### config.mk
export PLATFORM = sky130hd
export DESIGN_NAME = csm_requester_flat
export DESIGN_NICKNAME = d
export VERILOG_FILES = /design/src/rtl/csm_requester_if.sv /design/src/rtl/csm_requester.sv /design/src/flat_wrapper.sv
export SDC_FILE = /design/constraint.sdc
export NUM_CORES = 1
export LEC_CHECK = 0
export ABC_AREA = 1
export CORE_ASPECT_RATIO = 1.4
export CORE_MARGIN = 5
export CORE_UTILIZATION = 45
export CTS_CLUSTER_DIAMETER = 30
export DETAILED_ROUTE_END_ITERATION = 10
export PLACE_DENSITY = 0.76
export SYNTH_ARGS = -nofsm -noshare
export SYNTH_HDL_FRONTEND = slang
export SYNTH_SLANG_ARGS = --single-unit
### constraint.sdc
create_clock -name clk -period 3.25 [get_ports clk]
set_clock_uncertainty 0.05 [all_clocks]
set_input_delay 0.4875 -clock clk [delete_from_list [all_inputs] [get_ports clk]]
set_output_delay 0.4875 -clock clk [all_outputs]
set_load 0.005 [all_outputs]
### src/rtl/csm_requester_if.sv
// rtl/csm_requester_if.sv - command/response and CSM port signals for csm_requester
interface csm_requester_if #(
    parameter int DATABITS = 8,
    parameter int MEMSIZE  = 8
);
    localparam int MEMBITS = $clog2(MEMSIZE);

    logic                cmd_valid;
    logic                cmd_ready;
    logic [1:0]          cmd_op;
    logic [MEMBITS-1:0]  cmd_addr;
    logic [DATABITS-1:0] cmd_wdata;
    logic                rsp_valid;
    logic [DATABITS-1:0] rsp_rdata;
    logic [1:0]          rsp_err;
    logic [DATABITS-1:0] csm_in_AD;
    logic                csm_rw;
    logic                csm_enable;
    logic                csm_hold;
    logic                csm_release;
    logic [DATABITS-1:0] csm_out_data;
    logic [1:0]          csm_err;
    logic                csm_ack;

    modport master (
        input  cmd_valid, cmd_op, cmd_addr, cmd_wdata, csm_out_data, csm_err, csm_ack,
        output cmd_ready, rsp_valid, rsp_rdata, rsp_err,
               csm_in_AD, csm_rw, csm_enable, csm_hold, csm_release
    );

    modport slave (
        output cmd_valid, cmd_op, cmd_addr, cmd_wdata, csm_out_data, csm_err, csm_ack,
        input  cmd_ready, rsp_valid, rsp_rdata, rsp_err,
               csm_in_AD, csm_rw, csm_enable, csm_hold, csm_release
    );
endinterface

### src/rtl/csm_requester.sv
// rtl/csm_requester.sv - processor-side initiator sequencing commands onto one CSM port
module csm_requester #(
    parameter int DATABITS  = 8,
    parameter int MEMSIZE   = 8,
    parameter int MAX_RETRY = 3
) (
    input  logic            clk,
    input  logic            reset_n,
    csm_requester_if.master bus
);
    localparam int MEMBITS = $clog2(MEMSIZE);
    localparam int RBITS   = (MAX_RETRY < 1) ? 1 : $clog2(MAX_RETRY + 1);

    localparam logic [1:0] OP_READ    = 2'b00;
    localparam logic [1:0] OP_WRITE   = 2'b01;
    localparam logic [1:0] OP_LOCK    = 2'b10;
    localparam logic [1:0] ERR_NONE   = 2'b00;
    localparam logic [1:0] ERR_IN_USE = 2'b01;

    typedef enum logic [2:0] {
        S_IDLE, S_ADDR, S_DATA, S_RETRY, S_HOLD_REQ, S_REL, S_RESP
    } state_t;

    state_t              r_state, w_next;
    logic [1:0]          r_op, w_op;
    logic [MEMBITS-1:0]  r_addr, w_addr;
    logic [DATABITS-1:0] r_wdata, w_wdata;
    logic                r_locked, w_locked_next;
    logic [RBITS-1:0]    r_retry, w_retry_next;
    logic                w_accept, w_retry_left;
    logic [DATABITS-1:0] r_ad, w_ad;
    logic                r_rw, w_rw, r_en, w_en, r_hold, w_hold, r_rel, w_rel;
    logic                r_rsp_valid;
    logic [DATABITS-1:0] r_rsp_rdata, w_rsp_rdata;
    logic [1:0]          r_rsp_err, w_rsp_err;

    assign w_accept     = bus.cmd_valid && (r_state == S_IDLE);
    assign w_retry_left = (r_retry < RBITS'(MAX_RETRY));
    // Bus outputs are computed from the next state, so the accepted command must be visible before it is latched.
    assign w_op    = w_accept ? bus.cmd_op    : r_op;
    assign w_addr  = w_accept ? bus.cmd_addr  : r_addr;
    assign w_wdata = w_accept ? bus.cmd_wdata : r_wdata;

    always_comb begin
        w_next        = r_state;
        w_locked_next = r_locked;
        w_retry_next  = r_retry;
        w_rsp_rdata   = '0;
        w_rsp_err     = ERR_NONE;
        case (r_state)
            S_IDLE: begin
                if (w_accept) begin
                    w_retry_next = '0;
                    case (bus.cmd_op)
                        OP_READ, OP_WRITE: w_next = S_ADDR;
                        OP_LOCK:           w_next = r_locked ? S_RESP : S_HOLD_REQ;
                        default: begin
                            w_next = r_locked ? S_REL : S_RESP;
                            if (!r_locked) w_rsp_err = ERR_IN_USE;
                        end
                    endcase
                end
            end
            S_ADDR, S_HOLD_REQ: begin
                if (bus.csm_ack) begin
                    if (r_state == S_ADDR) begin
                        w_next = S_DATA;
                    end else begin
                        w_next        = S_RESP;
                        w_locked_next = 1'b1;
                    end
                end else if (w_retry_left) begin
                    w_next = S_RETRY;
                end else begin
                    w_next    = S_RESP;
                    w_rsp_err = bus.csm_err;
                end
            end
            S_DATA: begin
                w_next = S_RESP;
                if (r_op == OP_READ) w_rsp_rdata = bus.csm_out_data;
            end
            S_RETRY: begin
                w_retry_next = r_retry + 1'b1;
                w_next       = (r_op == OP_LOCK) ? S_HOLD_REQ : S_ADDR;
            end
            S_REL: begin
                w_next        = S_RESP;
                w_locked_next = 1'b0;
            end
            S_RESP: begin
                w_next       = S_IDLE;
                w_retry_next = '0;
            end
            default: w_next = S_IDLE;
        endcase

        w_ad   = '0;
        w_rw   = 1'b0;
        w_en   = 1'b0;
        w_rel  = 1'b0;
        w_hold = w_locked_next;
        case (w_next)
            S_ADDR: begin
                w_en = 1'b1;
                w_rw = (w_op == OP_WRITE);
                w_ad = DATABITS'(w_addr);
            end
            S_DATA:     w_ad = (w_op == OP_WRITE) ? w_wdata : '0;
            S_HOLD_REQ: w_hold = 1'b1;
            S_REL: begin
                w_hold = 1'b0;
                w_rel  = 1'b1;
            end
            default: ;
        endcase
    end

    always_ff @(posedge clk or negedge reset_n) begin
        if (!reset_n) begin
            r_state     <= S_IDLE;
            r_op        <= '0;
            r_addr      <= '0;
            r_wdata     <= '0;
            r_locked    <= 1'b0;
            r_retry     <= '0;
            r_ad        <= '0;
            r_rw        <= 1'b0;
            r_en        <= 1'b0;
            r_hold      <= 1'b0;
            r_rel       <= 1'b0;
            r_rsp_valid <= 1'b0;
            r_rsp_rdata <= '0;
            r_rsp_err   <= '0;
        end else begin
            r_state  <= w_next;
            r_locked <= w_locked_next;
            r_retry  <= w_retry_next;
            if (w_accept) begin
                r_op    <= bus.cmd_op;
                r_addr  <= bus.cmd_addr;
                r_wdata <= bus.cmd_wdata;
            end
            r_ad        <= w_ad;
            r_rw        <= w_rw;
            r_en        <= w_en;
            r_hold      <= w_hold;
            r_rel       <= w_rel;
            r_rsp_valid <= (w_next == S_RESP);
            r_rsp_rdata <= w_rsp_rdata;
            r_rsp_err   <= w_rsp_err;
        end
    end

    assign bus.cmd_ready   = (r_state == S_IDLE);
    assign bus.rsp_valid   = r_rsp_valid;
    assign bus.rsp_rdata   = r_rsp_rdata;
    assign bus.rsp_err     = r_rsp_err;
    assign bus.csm_in_AD   = r_ad;
    assign bus.csm_rw      = r_rw;
    assign bus.csm_enable  = r_en;
    assign bus.csm_hold    = r_hold;
    assign bus.csm_release = r_rel;
endmodule

### src/flat_wrapper.sv
// flat-port wrapper written by rule: the top's interface ports become plain ports
module csm_requester_flat 
#(
    parameter int DATABITS  = 8,
    parameter int MEMSIZE   = 8,
    parameter int MAX_RETRY = 3
)
  (clk, reset_n, bus_cmd_valid, bus_cmd_op, bus_cmd_addr, bus_cmd_wdata, bus_csm_out_data, bus_csm_err, bus_csm_ack, bus_cmd_ready, bus_rsp_valid, bus_rsp_rdata, bus_rsp_err, bus_csm_in_AD, bus_csm_rw, bus_csm_enable, bus_csm_hold, bus_csm_release);
  csm_requester_if #(.DATABITS(DATABITS), .MEMSIZE(MEMSIZE)) bus_i ();
  input  logic clk;
  input  logic reset_n;
  input wire logic [$bits(bus_i.cmd_valid)-1:0] bus_cmd_valid;
  input wire logic [$bits(bus_i.cmd_op)-1:0] bus_cmd_op;
  input wire logic [$bits(bus_i.cmd_addr)-1:0] bus_cmd_addr;
  input wire logic [$bits(bus_i.cmd_wdata)-1:0] bus_cmd_wdata;
  input wire logic [$bits(bus_i.csm_out_data)-1:0] bus_csm_out_data;
  input wire logic [$bits(bus_i.csm_err)-1:0] bus_csm_err;
  input wire logic [$bits(bus_i.csm_ack)-1:0] bus_csm_ack;
  output wire logic [$bits(bus_i.cmd_ready)-1:0] bus_cmd_ready;
  output wire logic [$bits(bus_i.rsp_valid)-1:0] bus_rsp_valid;
  output wire logic [$bits(bus_i.rsp_rdata)-1:0] bus_rsp_rdata;
  output wire logic [$bits(bus_i.rsp_err)-1:0] bus_rsp_err;
  output wire logic [$bits(bus_i.csm_in_AD)-1:0] bus_csm_in_AD;
  output wire logic [$bits(bus_i.csm_rw)-1:0] bus_csm_rw;
  output wire logic [$bits(bus_i.csm_enable)-1:0] bus_csm_enable;
  output wire logic [$bits(bus_i.csm_hold)-1:0] bus_csm_hold;
  output wire logic [$bits(bus_i.csm_release)-1:0] bus_csm_release;
  assign bus_i.cmd_valid = bus_cmd_valid;
  assign bus_i.cmd_op = bus_cmd_op;
  assign bus_i.cmd_addr = bus_cmd_addr;
  assign bus_i.cmd_wdata = bus_cmd_wdata;
  assign bus_i.csm_out_data = bus_csm_out_data;
  assign bus_i.csm_err = bus_csm_err;
  assign bus_i.csm_ack = bus_csm_ack;
  assign bus_cmd_ready = bus_i.cmd_ready;
  assign bus_rsp_valid = bus_i.rsp_valid;
  assign bus_rsp_rdata = bus_i.rsp_rdata;
  assign bus_rsp_err = bus_i.rsp_err;
  assign bus_csm_in_AD = bus_i.csm_in_AD;
  assign bus_csm_rw = bus_i.csm_rw;
  assign bus_csm_enable = bus_i.csm_enable;
  assign bus_csm_hold = bus_i.csm_hold;
  assign bus_csm_release = bus_i.csm_release;
  csm_requester #(.DATABITS(DATABITS), .MEMSIZE(MEMSIZE), .MAX_RETRY(MAX_RETRY)) u_core (.clk(clk), .reset_n(reset_n), .bus(bus_i));
endmodule
==> out/results.ini, run 1 <==
[power_and_ir_drop]
p_switching_w = 0.000724
pwr-share-comb_pct = 42.6
pwr-share-clk_pct = 16.6
vdd_ir_drop_max_uv = 553
intPower_w = 0.00114
leakage_nw = 1.17
seq_power_share_pct = 40.8
p_sw_share_pct = 38.8
p_per_area_mw_per_mm2 = 768

[timing]
max_freq_mhz = 467
finalSetupViolCount = 0
slew-limit-headroom_pct = 40.1
worstMarginPinSlew_ns = 0.898
fin_setup_tns_ns = 0
slew_violations = 0
hold_viol = 0
rsz0062_at_grt = no
fin_crit_sh_pct = 65.9
period_minus_slack_ns = 2.14

[critical_path]
path_class = reg2out
reg2reg_from = u_core.r_state[1]
cp.arrival_ns = 1.60
r2r-end = u_core.bus.csm_hold
rr_worst_depth = 8
worstPathRequired_ns = 2.71
r2r_setup_slack_ns = 1.27
crit_fanout = 5
start_kind = flop
critPathCaptureType = primary output

[clocking]
cts_setup_buffers = 0
cts-root-buf = clkbuf_8
path_clk_slew_ns = 0.08
clockBufferDepth = 2
cts_htree_levels = 2
cts_tree = done
hold_buffers = 0
clock-sinks = 42
clk_latency_ns = 0.29
numCtsBuffers = 5
cts.repair.resized = 0

[detailed_routing]
vias = 1344
wirelength_um = 3650
drc = 0
wl_per_cell_um = 13.3
drt_first_pass_iters = 4
ant_nets = 0
viasPerCell = 4.91
initialDrtViolationCount = 38

[synth]
syn_nets = 206
synth_cells = 178
yosysSeqAreaShare_pct = 57.6
syn_avg_cell_area_sq_um = 10.3
yosysUniqueCellTypes = 30
synthesis.area_sq_mm = 0.00183
ys_seq_elements = 42
yosysWarnings = 0

[grt]
grt_max_degree = 43
use_met2_pct = 23.6
grt_pass1_vias = 1349
grt_use_met1_pct = 17.0
busiest_layer = met2
grt_antenna_before_repair = 0
grt_overflow = 0
grt_pass1_wl_um = 6220
use_met3_pct = 4.24
grt_usage_pct = 14.4

[placement]
io_buffer_count = 50
dp_hpwl_um = 2760
place_congestion = 0.856

[finish]
antenna-diode-count = 0
drive_above_1_share_pct = 17.3
final_util_pct = 62.0
final_common_cell = clkdlybuf4s50_1
syn2layout_area_growth_pct = 33.0
n_fill_cell = 342
nets = 259
mostFrequentLayoutCells = clkdlybuf4s50_1, dfrtp_1, nand2_1

[floorplanning]
die_h_um = 85.4
die-area_sq_mm = 0.00545
rows = 27
die_x_um = 63.8
start_util_pct = 46.6
io-pin-count = 51
core_sq_mm = 0.00392

[status]
status = finished, final reports clean

[min_path]
hold_class = in2async

[flow_run]
maxCapViolations = 0

==> cells by family after synthesis <==
kind of cell / count (synthesis) / share of synthesized area, %
AO/OA/AOI/OAI: 20 / 6.58
flip-flops: 42 / 57.6
buffers and inverters: 34 / 7.54
adder cells (fa/ha/maj): 1 / 0.685
AND/OR/NAND/NOR: 81 / 27.6
==> synth_stat cells <==
cell	instances	share of area, %
dfrtp_1	42	58
nand2_1	32	6.6
inv_1	25	5.1
o21ai_1	14	3.8
nor3b_1	8	3.3
nand3_1	7	1.9
nor3_2	6	3.3
inv_2	5	1.0
nor2_1	5	1.0
nor2_2	5	1.7
nand3_2	3	1.6
nand4_1	3	1.0
buf_2	2	0.55
nand2_4	2	1.2
nand3_4	2	1.9
nor2_4	2	1.2
or2_2	2	0.69
a21boi_1	1	0.41
a21oi_1	1	0.27
a21oi_2	1	0.48
and3_1	1	0.34
buf_6	1	0.62
clkbuf_1	1	0.21
ha_1	1	0.69
nand2_2	1	0.34
nand4_2	1	0.69
nor3b_2	1	0.69
o21ai_0	1	0.27
o21ai_4	1	0.89
o31ai_1	1	0.41
==> final cells by class <==
class,count,area (sq um),share of cell area (%)
clock buffers,5,68.8,2.83
clock inverters,2,10.0,0.412
inverters,30,113,4.64
multi-input cells,102,637,26.2
flip-flops and latches,42,1050,43.3
well taps,43,53.8,2.22
repair buffers,50,495,20.4
==> registers in the layout, indices dropped and copies added, names as in the netlist <==
signal	flops
u_core.bus.csm_in_AD	8
u_core.bus.csm_hold	1
u_core.r_op	2
u_core.bus.rsp_err	2
u_core.bus.rsp_valid	1
u_core.bus.csm_rw	1
u_core.bus.rsp_rdata	8
u_core.r_wdata	8
u_core.r_addr	3
u_core.bus.csm_release	1
u_core.r_locked	1
u_core.bus.csm_enable	1
u_core.r_state	3
u_core.r_retry	2
==> power by group through the flow <==
stage	sequential [W]	clock [W]	combinational (W)
after global placement	0.000766	0	0.000783
after global routing	0.000776	0.000348	0.000894
after CTS	0.000761	0.000317	0.000807
after floorplan	0.000758	0	0.000555
after detailed placement	0.000770	0	0.000800
final	0.000760	0.000310	0.000794
==> per-stage QoR <==
| stage | hold slack (ns) | power, W | std cells | worst slack (ns) | cell area, sq um |
|---|---|---|---|---|---|
| finish | 0.269 | 0.00186 | 274 | 1.11 | 2430 |
| floorplan | 0.142 | 0.00131 | 178 | 1.86 | 1830 |
| global placement | 0.418 | 0.00155 | 267 | 0.982 | 2350 |
| global route | 0.353 | 0.00202 | 274 | 1.01 | 2430 |
| detailed placement | 0.431 | 0.00157 | 267 | 0.937 | 2350 |
| CTS | 0.311 | 0.00189 | 274 | 1.10 | 2430 |
==> worst max-delay path: stages, from the launching register on <==
cell	delay [ns]
dfrtp_1	0.48
nor2_2	0.20
nand2_1	0.07
inv_1	0.08
clkdlybuf4s50_1	0.50
==> routing by layer <==
layer	vias to the layer above	wire length [um]
li1	671	-
met5	-	0
met2	41	1910
met1	624	1430
met4	0	73
met3	8	232
==> worst max-delay path by stage <==
stage,startpoint,endpoint,slack [ns],cells past startpoint
2_1_floorplan,u_core.r_state[1],u_core.bus.csm_in_AD[3],1.86,6
3_5_place_dp,bus_cmd_valid,u_core.bus.csm_hold,0.94,8
3_3_place_gp,bus_cmd_valid,u_core.bus.csm_hold,0.98,8
6_report,u_core.r_state[1],bus_cmd_ready,1.11,4
4_1_cts,u_core.r_state[1],bus_cmd_ready,1.10,4
5_1_grt,u_core.r_state[1],bus_cmd_ready,1.01,4
Note: power is estimated with default switching activity, not from simulation.
==> run 2, diff against run 1 <==
==> constraint.sdc (replaced) <==
create_clock -name clk -period 2.1 [get_ports clk]
set_clock_uncertainty 0.05 [all_clocks]
set_input_delay 0.315 -clock clk [delete_from_list [all_inputs] [get_ports clk]]
set_output_delay 0.315 -clock clk [all_outputs]
set_load 0.005 [all_outputs]
==> run 2 against run 1 <==
Compared with the run above: total power is 63% higher; setup slack worse by 0.95 ns; sequential power is 55% higher; combinational power is 59% higher; clock-buffer cell count is 3 higher; via count is 0.37% higher; design area is 2.7% higher; utilization is 1.7 points higher; global-route usage is 0.36 points higher; critical path type unchanged; critical endpoint unchanged; largest power group unchanged.
==> out/results.ini, run 2 (same netlist as run 1, synthesis figures left out) <==
[floorplanning]
die-area_sq_mm = 0.00545
rows = 27
die_x_um = 63.8
die_h_um = 85.4
core_sq_mm = 0.00392
start_util_pct = 46.6
io-pin-count = 51

[finish]
stdcell_count = 279
final_area_sq_mm = 0.00249
syn2layout_area_growth_pct = 36.7
drive_above_1_share_pct = 19.1
final_common_cell = clkdlybuf4s50_1
antenna-diode-count = 0
nets = 263
mostFrequentLayoutCells = clkdlybuf4s50_1, dfrtp_1, nand2_1

[timing]
rsz0062_at_grt = no
slew_violations = 0
fin_setup_tns_ns = 0
hold_viol = 0
period_minus_slack_ns = 1.95
finalSetupViolCount = 0
max_freq_mhz = 514
worstMarginPinSlew_ns = 0.511
slew-limit-headroom_pct = 65.9
setup_ws_ns = 0.154
fin_crit_sh_pct = 92.7

[detailed_routing]
viasPerCell = 4.84
wl_per_cell_um = 13.2
initialDrtViolationCount = 48
drt_first_pass_iters = 5
wirelength_um = 3680
ant_nets = 0
vias = 1349
drc = 0

[flow_run]
maxCapViolations = 0

[placement]
dp_hpwl_um = 2810
io_buffer_count = 50
dp_cells = 271
place_ws_ns = 0.313
place_area_sq_mm = 0.00238
place_congestion = 0.848

[clocking]
cts_htree_levels = 2
clockBufferDepth = 2
hold_buffers = 0
cts_tree = done
clk_latency_ns = 0.28
numCtsBuffers = 5
clock-sinks = 42
cts-root-buf = clkbuf_8
path_clk_slew_ns = 0.08

[critical_path]
rr_worst_depth = 6
critPathCaptureType = primary output
cp.arrival_ns = 1.58
reg2reg_from = u_core.r_state[1]
start_kind = flop
crit_fanout = 5
r2r-end = u_core.bus.csm_in_AD[1]
worstPathRequired_ns = 1.74
r2r_setup_slack_ns = 0.51
path_class = reg2out

[status]
status = finished, final reports clean

[grt]
grt_pass1_wl_um = 6380
grt_max_degree = 43
grt_pass1_vias = 1407
grt_overflow = 0
grt_antenna_before_repair = 0
grt_usage_pct = 14.7

[power_and_ir_drop]
leakage_nw = 1.21
p_per_area_mw_per_mm2 = 1220
vdd_ir_drop_max_uv = 977

[min_path]
hold_class = in2async

-- run 2: changes by cell type in the layout (fill, tap and decap cells not counted) --
cell / delta
buf_4: +4
clkbuf_8: +3
clkinv_2: -2
nor2_2: -1
nor2_4: +1
-- run 2: layout make-up --
| cell class | instances | area (sq um) |
|---|---|---|
| Tap cell | 43 | 53.8 |
| Sequential cell | 42 | 1050 |
| Multi-Input combinational cell | 102 | 642 |
| Fill cell | 323 | 1420 |
| Clock buffer | 8 | 110 |
| Inverter | 30 | 113 |
| Timing Repair Buffer | 54 | 526 |
-- run 2: what timing repair did --
action,4_1_cts,5_1_grt
setup buffers,0,0
setup endpoints to repair,0,1
resized for setup,0,1
-- run 2: per-layer routing --
metal,up-vias,share of wire (%),GRT usage [%]
li1,679,-,-
met1,630,38,16.6
met2,36,54,26.1
met3,4,7.1,4.11
met4,0,0.92,5.10
met5,-,0,0
-- run 2: power by group --
group / internal (W) / leakage [nW] / total, W / switching [W]
clock: 0.000332 / 0.0575 / 0.000591 / 0.000259
sequential: 0.00105 / 0.543 / 0.00118 / 0.000132
combinational: 0.000520 / 0.605 / 0.00126 / 0.000744
total: 0.00190 / 1.21 / 0.00303 / 0.00114
-- run 2: critical path, cell delays in order (launching register included) --
cell	delay [ns]
dfrtp_1	0.49
nor2_4	0.17
nand2_1	0.06
inv_1	0.08
clkdlybuf4s50_1	0.50
-- run 2: worst max path at each step --
| stage | start | end | slack (ns) |
|---|---|---|---|
| 6_report | u_core.r_state[1] | bus_cmd_ready | 0.15 |
| 5_1_grt | u_core.r_state[1] | bus_cmd_ready | 0.03 |
| 4_1_cts | u_core.r_state[1] | bus_cmd_ready | 0.12 |
| 3_5_place_dp | bus_cmd_valid | u_core.bus.csm_in_AD[1] | 0.31 |
| 3_3_place_gp | bus_cmd_valid | u_core.bus.csm_in_AD[2] | 0.30 |
| 2_1_floorplan | u_core.r_state[1] | u_core.bus.csm_in_AD[3] | 0.71 |
-- run 2: stage by stage --
stage / total power, W / hold slack, ns / utilization [%]
after floorplan: 0.00203 / -0.0306 / -
after global placement: 0.00242 / 0.358 / 60.7
after detailed placement: 0.00246 / 0.358 / 60.7
after CTS: 0.00305 / 0.0480 / 63.5
after global routing: 0.00327 / 0.0784 / 63.7
final: 0.00303 / 0.0319 / 63.7
